[src/rtl/pipe_stage_regs.sv]
// Pipeline register bank for the five-stage RV32I core: PC, F/D, D/E, E/M and M/W
// registers with hazard-unit stall/flush handling, per-stage valid bits and a retire counter.
module pipe_stage_regs #(
  parameter int unsigned XLEN     = 32,
  parameter logic [31:0] RESET_PC = 32'h0000_0000,
  parameter int unsigned CNT_W    = 32
) (
  input  logic              clk,
  input  logic              rst,
  input  logic              StallF,
  input  logic              StallD,
  input  logic              FlushD,
  input  logic              FlushE,
  input  logic [XLEN-1:0]   PCNextF,
  input  logic [31:0]       InstrF,
  input  logic [XLEN-1:0]   PCPlus4F,
  input  logic              RegWriteD,
  input  logic              MemWriteD,
  input  logic              JumpD,
  input  logic              BranchD,
  input  logic              ALUSrcD,
  input  logic [1:0]        ResultSrcD,
  input  logic [2:0]        ALUControlD,
  input  logic [XLEN-1:0]   RD1D,
  input  logic [XLEN-1:0]   RD2D,
  input  logic [XLEN-1:0]   ImmExtD,
  input  logic [XLEN-1:0]   ALUResultE,
  input  logic [XLEN-1:0]   WriteDataE,
  input  logic [XLEN-1:0]   ReadDataM,
  output logic [XLEN-1:0]   PCF,
  output logic [31:0]       InstrD,
  output logic [XLEN-1:0]   PCD,
  output logic [XLEN-1:0]   PCPlus4D,
  output logic [4:0]        Rs1D,
  output logic [4:0]        Rs2D,
  output logic              RegWriteE,
  output logic              MemWriteE,
  output logic              JumpE,
  output logic              BranchE,
  output logic              ALUSrcE,
  output logic [1:0]        ResultSrcE,
  output logic [2:0]        ALUControlE,
  output logic [XLEN-1:0]   RD1E,
  output logic [XLEN-1:0]   RD2E,
  output logic [XLEN-1:0]   ImmExtE,
  output logic [XLEN-1:0]   PCE,
  output logic [XLEN-1:0]   PCPlus4E,
  output logic [4:0]        Rs1E,
  output logic [4:0]        Rs2E,
  output logic [4:0]        RdE,
  output logic              ResultSrcEb0,
  output logic              RegWriteM,
  output logic              MemWriteM,
  output logic [1:0]        ResultSrcM,
  output logic [XLEN-1:0]   ALUResultM,
  output logic [XLEN-1:0]   WriteDataM,
  output logic [XLEN-1:0]   PCPlus4M,
  output logic [4:0]        RdM,
  output logic              RegWriteW,
  output logic [1:0]        ResultSrcW,
  output logic [XLEN-1:0]   ALUResultW,
  output logic [XLEN-1:0]   ReadDataW,
  output logic [XLEN-1:0]   PCPlus4W,
  output logic [4:0]        RdW,
  output logic              ValidD,
  output logic              ValidE,
  output logic              ValidM,
  output logic              ValidW,
  output logic [CNT_W-1:0]  InstRet
);

  localparam int unsigned INSTR_W = 32;
  localparam int unsigned REG_W   = 5;

  typedef struct packed {
    logic [INSTR_W-1:0] instr;
    logic [XLEN-1:0]    pc;
    logic [XLEN-1:0]    pc_plus4;
    logic               valid;
  } fd_t;

  typedef struct packed {
    logic             reg_write;
    logic             mem_write;
    logic             jump;
    logic             branch;
    logic             alu_src;
    logic [1:0]       result_src;
    logic [2:0]       alu_control;
    logic [XLEN-1:0]  rd1;
    logic [XLEN-1:0]  rd2;
    logic [XLEN-1:0]  imm_ext;
    logic [XLEN-1:0]  pc;
    logic [XLEN-1:0]  pc_plus4;
    logic [REG_W-1:0] rs1;
    logic [REG_W-1:0] rs2;
    logic [REG_W-1:0] rd;
    logic             valid;
  } de_t;

  typedef struct packed {
    logic             reg_write;
    logic             mem_write;
    logic [1:0]       result_src;
    logic [XLEN-1:0]  alu_result;
    logic [XLEN-1:0]  write_data;
    logic [XLEN-1:0]  pc_plus4;
    logic [REG_W-1:0] rd;
    logic             valid;
  } em_t;

  typedef struct packed {
    logic             reg_write;
    logic [1:0]       result_src;
    logic [XLEN-1:0]  alu_result;
    logic [XLEN-1:0]  read_data;
    logic [XLEN-1:0]  pc_plus4;
    logic [REG_W-1:0] rd;
    logic             valid;
  } mw_t;

  logic [XLEN-1:0]  pc_q, pc_d;
  fd_t              fd_q, fd_d;
  de_t              de_q, de_d;
  em_t              em_q, em_d;
  mw_t              mw_q, mw_d;
  logic [CNT_W-1:0] instret_q, instret_d;

  // Next-state for every stage; flush takes priority over stall in F/D.
  always_comb begin
    pc_d      = pc_q;
    fd_d      = fd_q;
    de_d      = '0;
    em_d      = '0;
    mw_d      = '0;
    instret_d = instret_q + CNT_W'(mw_q.valid);

    if (!StallF) begin
      pc_d = PCNextF;
    end

    if (FlushD) begin
      fd_d = '0;
    end else if (!StallD) begin
      fd_d.instr    = InstrF;
      fd_d.pc       = pc_q;
      fd_d.pc_plus4 = PCPlus4F;
      fd_d.valid    = 1'b1;
    end

    if (!FlushE) begin
      de_d.reg_write   = RegWriteD;
      de_d.mem_write   = MemWriteD;
      de_d.jump        = JumpD;
      de_d.branch      = BranchD;
      de_d.alu_src     = ALUSrcD;
      de_d.result_src  = ResultSrcD;
      de_d.alu_control = ALUControlD;
      de_d.rd1         = RD1D;
      de_d.rd2         = RD2D;
      de_d.imm_ext     = ImmExtD;
      de_d.pc          = fd_q.pc;
      de_d.pc_plus4    = fd_q.pc_plus4;
      de_d.rs1         = fd_q.instr[19:15];
      de_d.rs2         = fd_q.instr[24:20];
      de_d.rd          = fd_q.instr[11:7];
      de_d.valid       = fd_q.valid;
    end

    em_d.reg_write  = de_q.reg_write;
    em_d.mem_write  = de_q.mem_write;
    em_d.result_src = de_q.result_src;
    em_d.alu_result = ALUResultE;
    em_d.write_data = WriteDataE;
    em_d.pc_plus4   = de_q.pc_plus4;
    em_d.rd         = de_q.rd;
    em_d.valid      = de_q.valid;

    mw_d.reg_write  = em_q.reg_write;
    mw_d.result_src = em_q.result_src;
    mw_d.alu_result = em_q.alu_result;
    mw_d.read_data  = ReadDataM;
    mw_d.pc_plus4   = em_q.pc_plus4;
    mw_d.rd         = em_q.rd;
    mw_d.valid      = em_q.valid;
  end

  always_ff @(posedge clk) begin
    if (rst) begin
      pc_q      <= XLEN'(RESET_PC);
      fd_q      <= '0;
      de_q      <= '0;
      em_q      <= '0;
      mw_q      <= '0;
      instret_q <= '0;
    end else begin
      pc_q      <= pc_d;
      fd_q      <= fd_d;
      de_q      <= de_d;
      em_q      <= em_d;
      mw_q      <= mw_d;
      instret_q <= instret_d;
    end
  end

  assign PCF          = pc_q;
  assign InstrD       = fd_q.instr;
  assign PCD          = fd_q.pc;
  assign PCPlus4D     = fd_q.pc_plus4;
  assign ValidD       = fd_q.valid;
  assign Rs1D         = fd_q.instr[19:15];
  assign Rs2D         = fd_q.instr[24:20];

  assign RegWriteE    = de_q.reg_write;
  assign MemWriteE    = de_q.mem_write;
  assign JumpE        = de_q.jump;
  assign BranchE      = de_q.branch;
  assign ALUSrcE      = de_q.alu_src;
  assign ResultSrcE   = de_q.result_src;
  assign ALUControlE  = de_q.alu_control;
  assign RD1E         = de_q.rd1;
  assign RD2E         = de_q.rd2;
  assign ImmExtE      = de_q.imm_ext;
  assign PCE          = de_q.pc;
  assign PCPlus4E     = de_q.pc_plus4;
  assign Rs1E         = de_q.rs1;
  assign Rs2E         = de_q.rs2;
  assign RdE          = de_q.rd;
  assign ValidE       = de_q.valid;
  assign ResultSrcEb0 = de_q.result_src[0];

  assign RegWriteM    = em_q.reg_write;
  assign MemWriteM    = em_q.mem_write;
  assign ResultSrcM   = em_q.result_src;
  assign ALUResultM   = em_q.alu_result;
  assign WriteDataM   = em_q.write_data;
  assign PCPlus4M     = em_q.pc_plus4;
  assign RdM          = em_q.rd;
  assign ValidM       = em_q.valid;

  assign RegWriteW    = mw_q.reg_write;
  assign ResultSrcW   = mw_q.result_src;
  assign ALUResultW   = mw_q.alu_result;
  assign ReadDataW    = mw_q.read_data;
  assign PCPlus4W     = mw_q.pc_plus4;
  assign RdW          = mw_q.rd;
  assign ValidW       = mw_q.valid;

  assign InstRet      = instret_q;

endmodule

[config.mk]
export PLATFORM = sky130hd
export DESIGN_NAME = pipe_stage_regs
export DESIGN_NICKNAME = d
export VERILOG_FILES = /design/src/rtl/pipe_stage_regs.sv
export SDC_FILE = /design/constraint.sdc
export NUM_CORES = 1
export LEC_CHECK = 0
export ABC_CLOCK_PERIOD_IN_PS = 2100
export BUFFER_PORTS_ARGS = -buffer_cell sky130_fd_sc_hd__buf_2
export CORE_AREA = 2 2 338 340
export CTS_CLUSTER_SIZE = 14
export DETAILED_ROUTE_END_ITERATION = 6
export DIE_AREA = 0 0 340 342
export GPL_ROUTABILITY_DRIVEN = 0
export GPL_TIMING_DRIVEN = 0
export SETUP_SLACK_MARGIN = 0.15
export SYNTH_ARGS = -nofsm -noshare
export SYNTH_HDL_FRONTEND = slang
export SYNTH_SLANG_ARGS = --single-unit
[constraint.sdc]
create_clock -name clk -period 2.1 [get_ports clk]
set_clock_uncertainty 0.05 [all_clocks]
set_input_delay 0.42 -clock clk [delete_from_list [all_inputs] [get_ports clk]]
set_output_delay 0.42 -clock clk [all_outputs]
set_load 0.1 [all_outputs]
==> summary.md, run 1 <==
| Metric | Value |
|---|---|
| Max_cap viols | `0` |
| Cell Area, Synth | `16620 sq um` |
| Die Wd | `around 340 um` |
| DRC | `0` |
| Worst skew pair latency | `660 ps` |
| Post-Syn Area per Cell | `between 10 and 15 sq um` |
| Share of cells above drive strength 1 | `0.3956` |
| Sequential cell area fraction in the yosys report | `0.6719` |
| Worst slew margin | `0.2516` |
| Post-synthesis mux area share | `0.07775` |
| Largest net degree at the start of global routing | `16` |
| Crit-path max cell delay | `~440 ps` |
| I/O Buffers | `slightly below 900` |
| CTS tree | `done` |
| Fraction of the mapped netlist area in adder cells | `0.002258` |
| Synth unique cells | `31` |
| YS warnings | `0` |
| First-pass GRT wire length | `about 110 mm` |
| DR vias/cell | `3.471` |
| Complex-gate fraction of the synthesized area | `0.003312` |
| Buf/Inv on CP | `1` |
| Dpl cell area | `23000 sq um` |
| Final period util | `0.9062` |
| Crit path kind | `reg -> out` |
| Initial antenna violation count | `12` |
| DIE AREA | `116300 sq um` |
| WL final | `77.18 mm` |
| Core area | `113100 sq um` |
| Final hold vios | `0` |
| Detailed Route Iter0 Violations | `515` |
| Std-Cell Rows | `between 100 and 150` |
| Final non-filler cell area | `29070 sq um` |
| Die height | `342 um` |
| Synth Area in Simple Gates | `0.2060` |
| RSZ-0062 raised after global routing | `true` |
| Global route overflow | `0` |
| VDD IR-drop max | `between 600 and 700 uV` |
| Post-synthesis xor/xnor area fraction | `0.01264` |
| Via Count | `about 15000` |
| Area grow syn2layout | `74.85%` |
| Reg clk slew, reported paths | `60 ps` |
| Slowest cell on the critical path | `buf_2` |
| FFs w/ async S/R, synth | `0` |
| Prevailing post-synth register cell | `dfxtp_1` |
| H-tree Lvls | `2` |
| Root Driver | `clkbuf_16` |
| Total GRT Usage | `0.1259` |
| # nets final | `about 3000` |
| CTS Buffer Depth | `3` |
| Clk sink count | `558` |
| TritonCTS Buffers | `61` |
| Worst hold slack | `19.07 ps` |
| CP cell instances | `buf_2` |
| Worst slew pin tran | `1123 ps` |
| Max Transition Viols Final | `0` |
| Top-level I/O count | `873` |
| Effective utilization at floorplan | `0.1470` |
| Pleak | `around 14 nW` |
| EDFF count, synth | `0` |
| Status | `completed` |
| Worst setup EP type | `output pin` |
| Cells after Synth | `1433` |
| CP top delay family | `buffers and inverters` |
| Number of global-route vias before repair | `15000` |
| Worst Path Required | `~1600 ps` |
| DR pass1 iterations | `5` |
| Crit path max fanout | `1` |
| WP data arrival | `1430 ps` |
| Mean routed wirelength per cell | `18.23 um` |
| Fmax | `525.5 MHz` |
| Main combinational cell family by area after synthesis | `simple AND/OR/NAND/NOR gates` |
| End-of-flow core utilization | `0.2570` |
| Routed Antenna Nets | `0` |
| Final min period | `about 1900 ps` |
| Final Power | `0.02702 W` |
| Syn Nets | `1740` |
| Pwr dens | `929.4 nW/um^2` |
| CP startpoint kind | `flip-flop` |
| Number of synthesized register bits | `558` |
| Setup violators final | `0` |
| Type of the worst min-delay path | `in -> reg` |
| Final HPWL from detailed placement | `58.68 mm` |
cell type report:
cell class	instances	area [sq um]
Antenna cell	6	15.01
Clock inverter	25	302.8
Sequential cell	558	11300
Tap cell	1512	1892
Buffer	91	444.2
Timing Repair Buffer	1168	8152
Multi-Input combinational cell	779	5049
Clock buffer	90	1901
Fill cell	11830	84040
Inverter	4	15.01
stage by stage:
stage	std cells	TNS (ps)	setup WS, ps
after global routing	4228	0	71.36
after global placement	3814	-449270	-2067
after detailed placement	3815	-357090	-1511
after floorplan	1433	0	165.2
final	4233	0	196.9
after CTS	4223	0	145.3
kinds of logic after synthesis:
| logic type | after synthesis |
|---|---|
| buf+inv | 96 |
| compound gates | 11 |
| simple gates | 612 |
| xor+xnor | 24 |
| flops | 558 |
| fa+ha+maj | 3 |
| mux | 129 |
where the power goes:
group          switching [W]  internal (W)  total (W)
Combinational        0.00323       0.00114    0.00436
Clock                0.00471       0.00690     0.0116
Sequential          0.000176        0.0109     0.0110
cells in the mapped netlist, types with 6 or more instances:
master	instances	share of area
xnor2_1	6	0.0032
buf_1	7	0.0016
a21oi_1	6	0.0018
clkbuf_1	63	0.014
nand3_1	13	0.0039
buf_4	11	0.0050
xor2_1	18	0.0095
buf_2	8	0.0024
nor2b_1	214	0.081
nor2_1	156	0.035
nand2_1	10	0.0023
dfxtp_1	558	0.67
mux2i_1	128	0.077
nand4_1	11	0.0041
and2_1	187	0.070
layer usage:
layer  up-vias  track usage  share of wire
met3       125      0.02857          0.065
met5         -            0        0.00035
met2       618       0.2229           0.50
met1      6954       0.1477           0.41
met4         4      0.04692          0.032
li1       6992            -              -
worst paths after layout:
check	startpoint	end	slack (ps)	cells after the start
worst min register to register	ALUResultM[31]	ALUResultW[31]	390	1
worst max-delay path	PCE[23]	PCE[23]	200	1
worst min-delay path	ImmExtD[4]	ImmExtE[4]	20	2
worst max register to register	InstRet[20]	InstRet[31]	210	5
flip-flops by register name, indices dropped and copies added (netlist names), 32 cells and up:
name / flops
ALUResultM: 32
ALUResultW: 32
ImmExtE: 32
InstRet: 32
InstrD: 32
PCD: 32
PCE: 32
PCF: 32
PCPlus4D: 32
PCPlus4E: 32
PCPlus4M: 32
PCPlus4W: 32
RD1E: 32
RD2E: 32
ReadDataW: 32
WriteDataM: 32
layout by cell type, fill, tap and decap left out, types with 6 or more instances in the layout:
master,instances
clkbuf_1,58
dfxtp_4,28
dfxtp_2,18
and2_1,187
nor2_1,156
nor2b_1,214
nand4_1,11
clkbuf_16,65
diode_2,6
clkbuf_4,15
dfxtp_1,512
dlygate4sd3_1,293
a21oi_1,6
buf_2,606
clkbuf_2,10
buf_4,244
nand3_1,12
clkinv_2,8
buf_6,32
xor2_1,18
nand2_1,10
mux2i_1,128
clkbuf_8,18
xnor2_1,6
what timing repair did:
item / 4_1_cts / 5_1_grt
setup buffers: 1 / 4
gates resized for setup: 325 / 19
pin swaps: 1 / 4
endpoints found under the setup margin: 619 / 18
hold buffers: 293 / 0
hold endpoints to repair: 293 / 0
Note: power is estimated with default switching activity, not from simulation.
==> run 2: changes to the inputs <==
- MAX_ROUTING_LAYER: not set -> met4
==> run 2 against run 1 <==
Via count is 0.22% lower. Worst hold slack got worse by 2.5 ps. Die area is the same. Flip-flop and latch count stayed put. Count of clock-buffer cells in the layout stayed put.
==> summary.md, run 2 (synthesized netlist as in run 1, its figures left out) <==
| Metric | Value |
|---|---|
| Clk sink count | `~560` |
| Final min period | `about 1900 ps` |
| CP cell instances | `buf_2` |
| Net switching power | `0.008125 W` |
| Crit path kind | `reg -> out` |
| Status | `completed` |
| Final period util | `0.9042` |
| DIE AREA | `116300 sq um` |
| CP startpoint kind | `flip-flop` |
| Most frequent cells in the layout | `buf_2 (604), dfxtp_1 (512), dlygate4sd3_1 (293)` |
| Hold path start | `ImmExtD[4]` |
| WHS Endpoint | `ImmExtE[4]` |
| Die Wd | `around 340 um` |
| Buf/Inv on CP | `1` |
| Worst R2R Setup Slack | `210 ps` |
| Worst setup margin | `between 200 and 250 ps` |
| DR pass1 iterations | `5` |
| TritonCTS Buffers | `61` |
| Combinational Power Share | `0.161` |
| Post-Place Worst Slack | `-1511 ps` |
| First-pass GRT wire length | `roughly 110 mm` |
| Mean routed wirelength per cell | `18.27 um` |
| Area grow syn2layout | `74.92%` |
| DR vias/cell | `3.461` |
| Routed Antenna Nets | `0` |
| Pleak | `around 14 nW` |
| Pwr dens | `929.6 nW/um^2` |
| Top-level I/O count | `873` |
| Max Transition Viols Final | `0` |
| Detailed Route Iter0 Violations | `511` |
| R2r endpoint | `InstRet[31]` |
| Commonest non-fill, non-tap cell in the layout | `buf_2` |
| Worst hold slack | `16.59 ps` |
| Core area | `113100 sq um` |
| Final hold vios | `0` |
| VDD IR-drop max | `around 610 uV` |
| Max_cap viols | `0` |
| CTS tree | `done` |
| Hold path depth | `2` |
| Largest net degree at the start of global routing | `16` |
| RSZ-0062 raised after global routing | `true` |
| Clock power frac | `0.430` |
| Crit path max fanout | `1` |
| WP data arrival | `1430 ps` |
| Reg clk slew, reported paths | `60 ps` |
| Share of cells above drive strength 1 | `0.3956` |
| Std-Cell Rows | `124` |
| Final HPWL from detailed placement | `58.68 mm` |
| # nets final | `2970` |
| Effective utilization at floorplan | `0.1470` |
| I/O Buffers | `869` |
| H-tree Lvls | `2` |
| WL final | `~77 mm` |
| Fmax | `526.6 MHz` |
| Initial antenna violation count | `12` |
| Type of the worst min-delay path | `in -> reg` |
| Root Driver | `clkbuf_16` |
| Setup violators final | `0` |
| Total GRT Usage | `0.1298` |
| Worst skew pair latency | `660 ps` |
| Worst Path Required | `1630 ps` |
| Number of global-route vias before repair | `15010` |
| Global route overflow | `0` |
| CTS Buffer Depth | `3` |
| RR Startpoint | `InstRet[20]` |
| Crit-path max cell delay | `around 440 ps` |
| Die height | `about 340 um` |
| Worst slew pin tran | `about 1100 ps` |
| CP top delay family | `buffers and inverters` |
| Worst setup EP type | `output pin` |
| Sw Ratio | `0.3005` |
| R2R cell count | `5` |
| Int Pwr | `around 0.019 W` |
| Fillers | `11830` |
| DRC | `0` |
| Via Count | `14660` |
| Slowest cell on the critical path | `buf_2` |
| Worst slew margin | `0.2678` |
| Sequential share of power | `0.409` |
run 2: cell count changes in the layout (fill, tap and decap cells not counted), sizes merged:
| cell | change |
|---|---|
| buf | -2 |
| clkbuf | +2 |
| diode | +3 |
run 2: worst max-delay path by stage:
| stage | to | start | cells after the start | slack [ps] |
|---|---|---|---|---|
| finish | PCPlus4W[23] | PCPlus4W[23] | 1 | 200 |
| global route | InstRet[31] | InstRet[19] | 5 | 70 |
| CTS | Rs2D[2] | InstrD[22] | 2 | 150 |
| detailed placement | ImmExtE[4] | rst | 5 | -1510 |
| global placement | ImmExtE[4] | rst | 5 | -2070 |
| floorplan | InstRet[31] | InstRet[7] | 5 | 170 |
run 2: power by group through the flow:
stage               logic, W  clock network, W  registers [W]
CTS                  0.00438            0.0119         0.0110
global route         0.00453            0.0123         0.0111
global placement     0.00382                 0         0.0113
floorplan           0.000557                 0         0.0135
finish               0.00437            0.0116         0.0110
detailed placement   0.00384                 0         0.0113
run 2: per-layer routing:
metal | vias up | part of all wire | routed length [um] | global-route usage
li1 | 6996 | - | - | -
met1 | 6934 | 0.41 | 31470 | 0.1492
met2 | 614 | 0.50 | 38570 | 0.2229
met3 | 117 | 0.064 | 4974 | 0.02624
met4 | 0 | 0.031 | 2364 | 0.04720
met5 | - | 0 | 0 | -
run 2: cell type report:
cell class | count | area [sq um] | share of cell area
Timing Repair Buffer | 1168 | 8157 | 0.2805
Antenna cell | 9 | 22.52 | 0.0007745
Tap cell | 1512 | 1892 | 0.06505
Clock buffer | 90 | 1901 | 0.06536
Buffer | 91 | 444.2 | 0.01527
Multi-Input combinational cell | 779 | 5049 | 0.1736
Sequential cell | 558 | 11300 | 0.3885
Clock inverter | 25 | 302.8 | 0.01041
Inverter | 4 | 15.01 | 0.0005163
run 2: metrics by stage:
step | utilization | area, sq um | TNS (ps) | total power (W) | instances
2_1_floorplan | - | 16730 | 0 | 0.01408 | 1433
3_3_place_gp | 0.2031 | 22970 | -449270 | 0.01508 | 3814
3_5_place_dp | 0.2033 | 23000 | -357090 | 0.01511 | 3815
4_1_cts | 0.2561 | 28970 | 0 | 0.02732 | 4223
5_1_grt | 0.2570 | 29060 | 0 | 0.02791 | 4229
6_report | 0.2571 | 29080 | 0 | 0.02703 | 4236
run 2: repair_timing:
item,CTS,global route
pin swaps,1,4
setup buffers,1,4
hold buffers,293,0
gates resized for setup,325,21
endpoints found under the setup margin,619,20
endpoints found under the hold margin,293,0
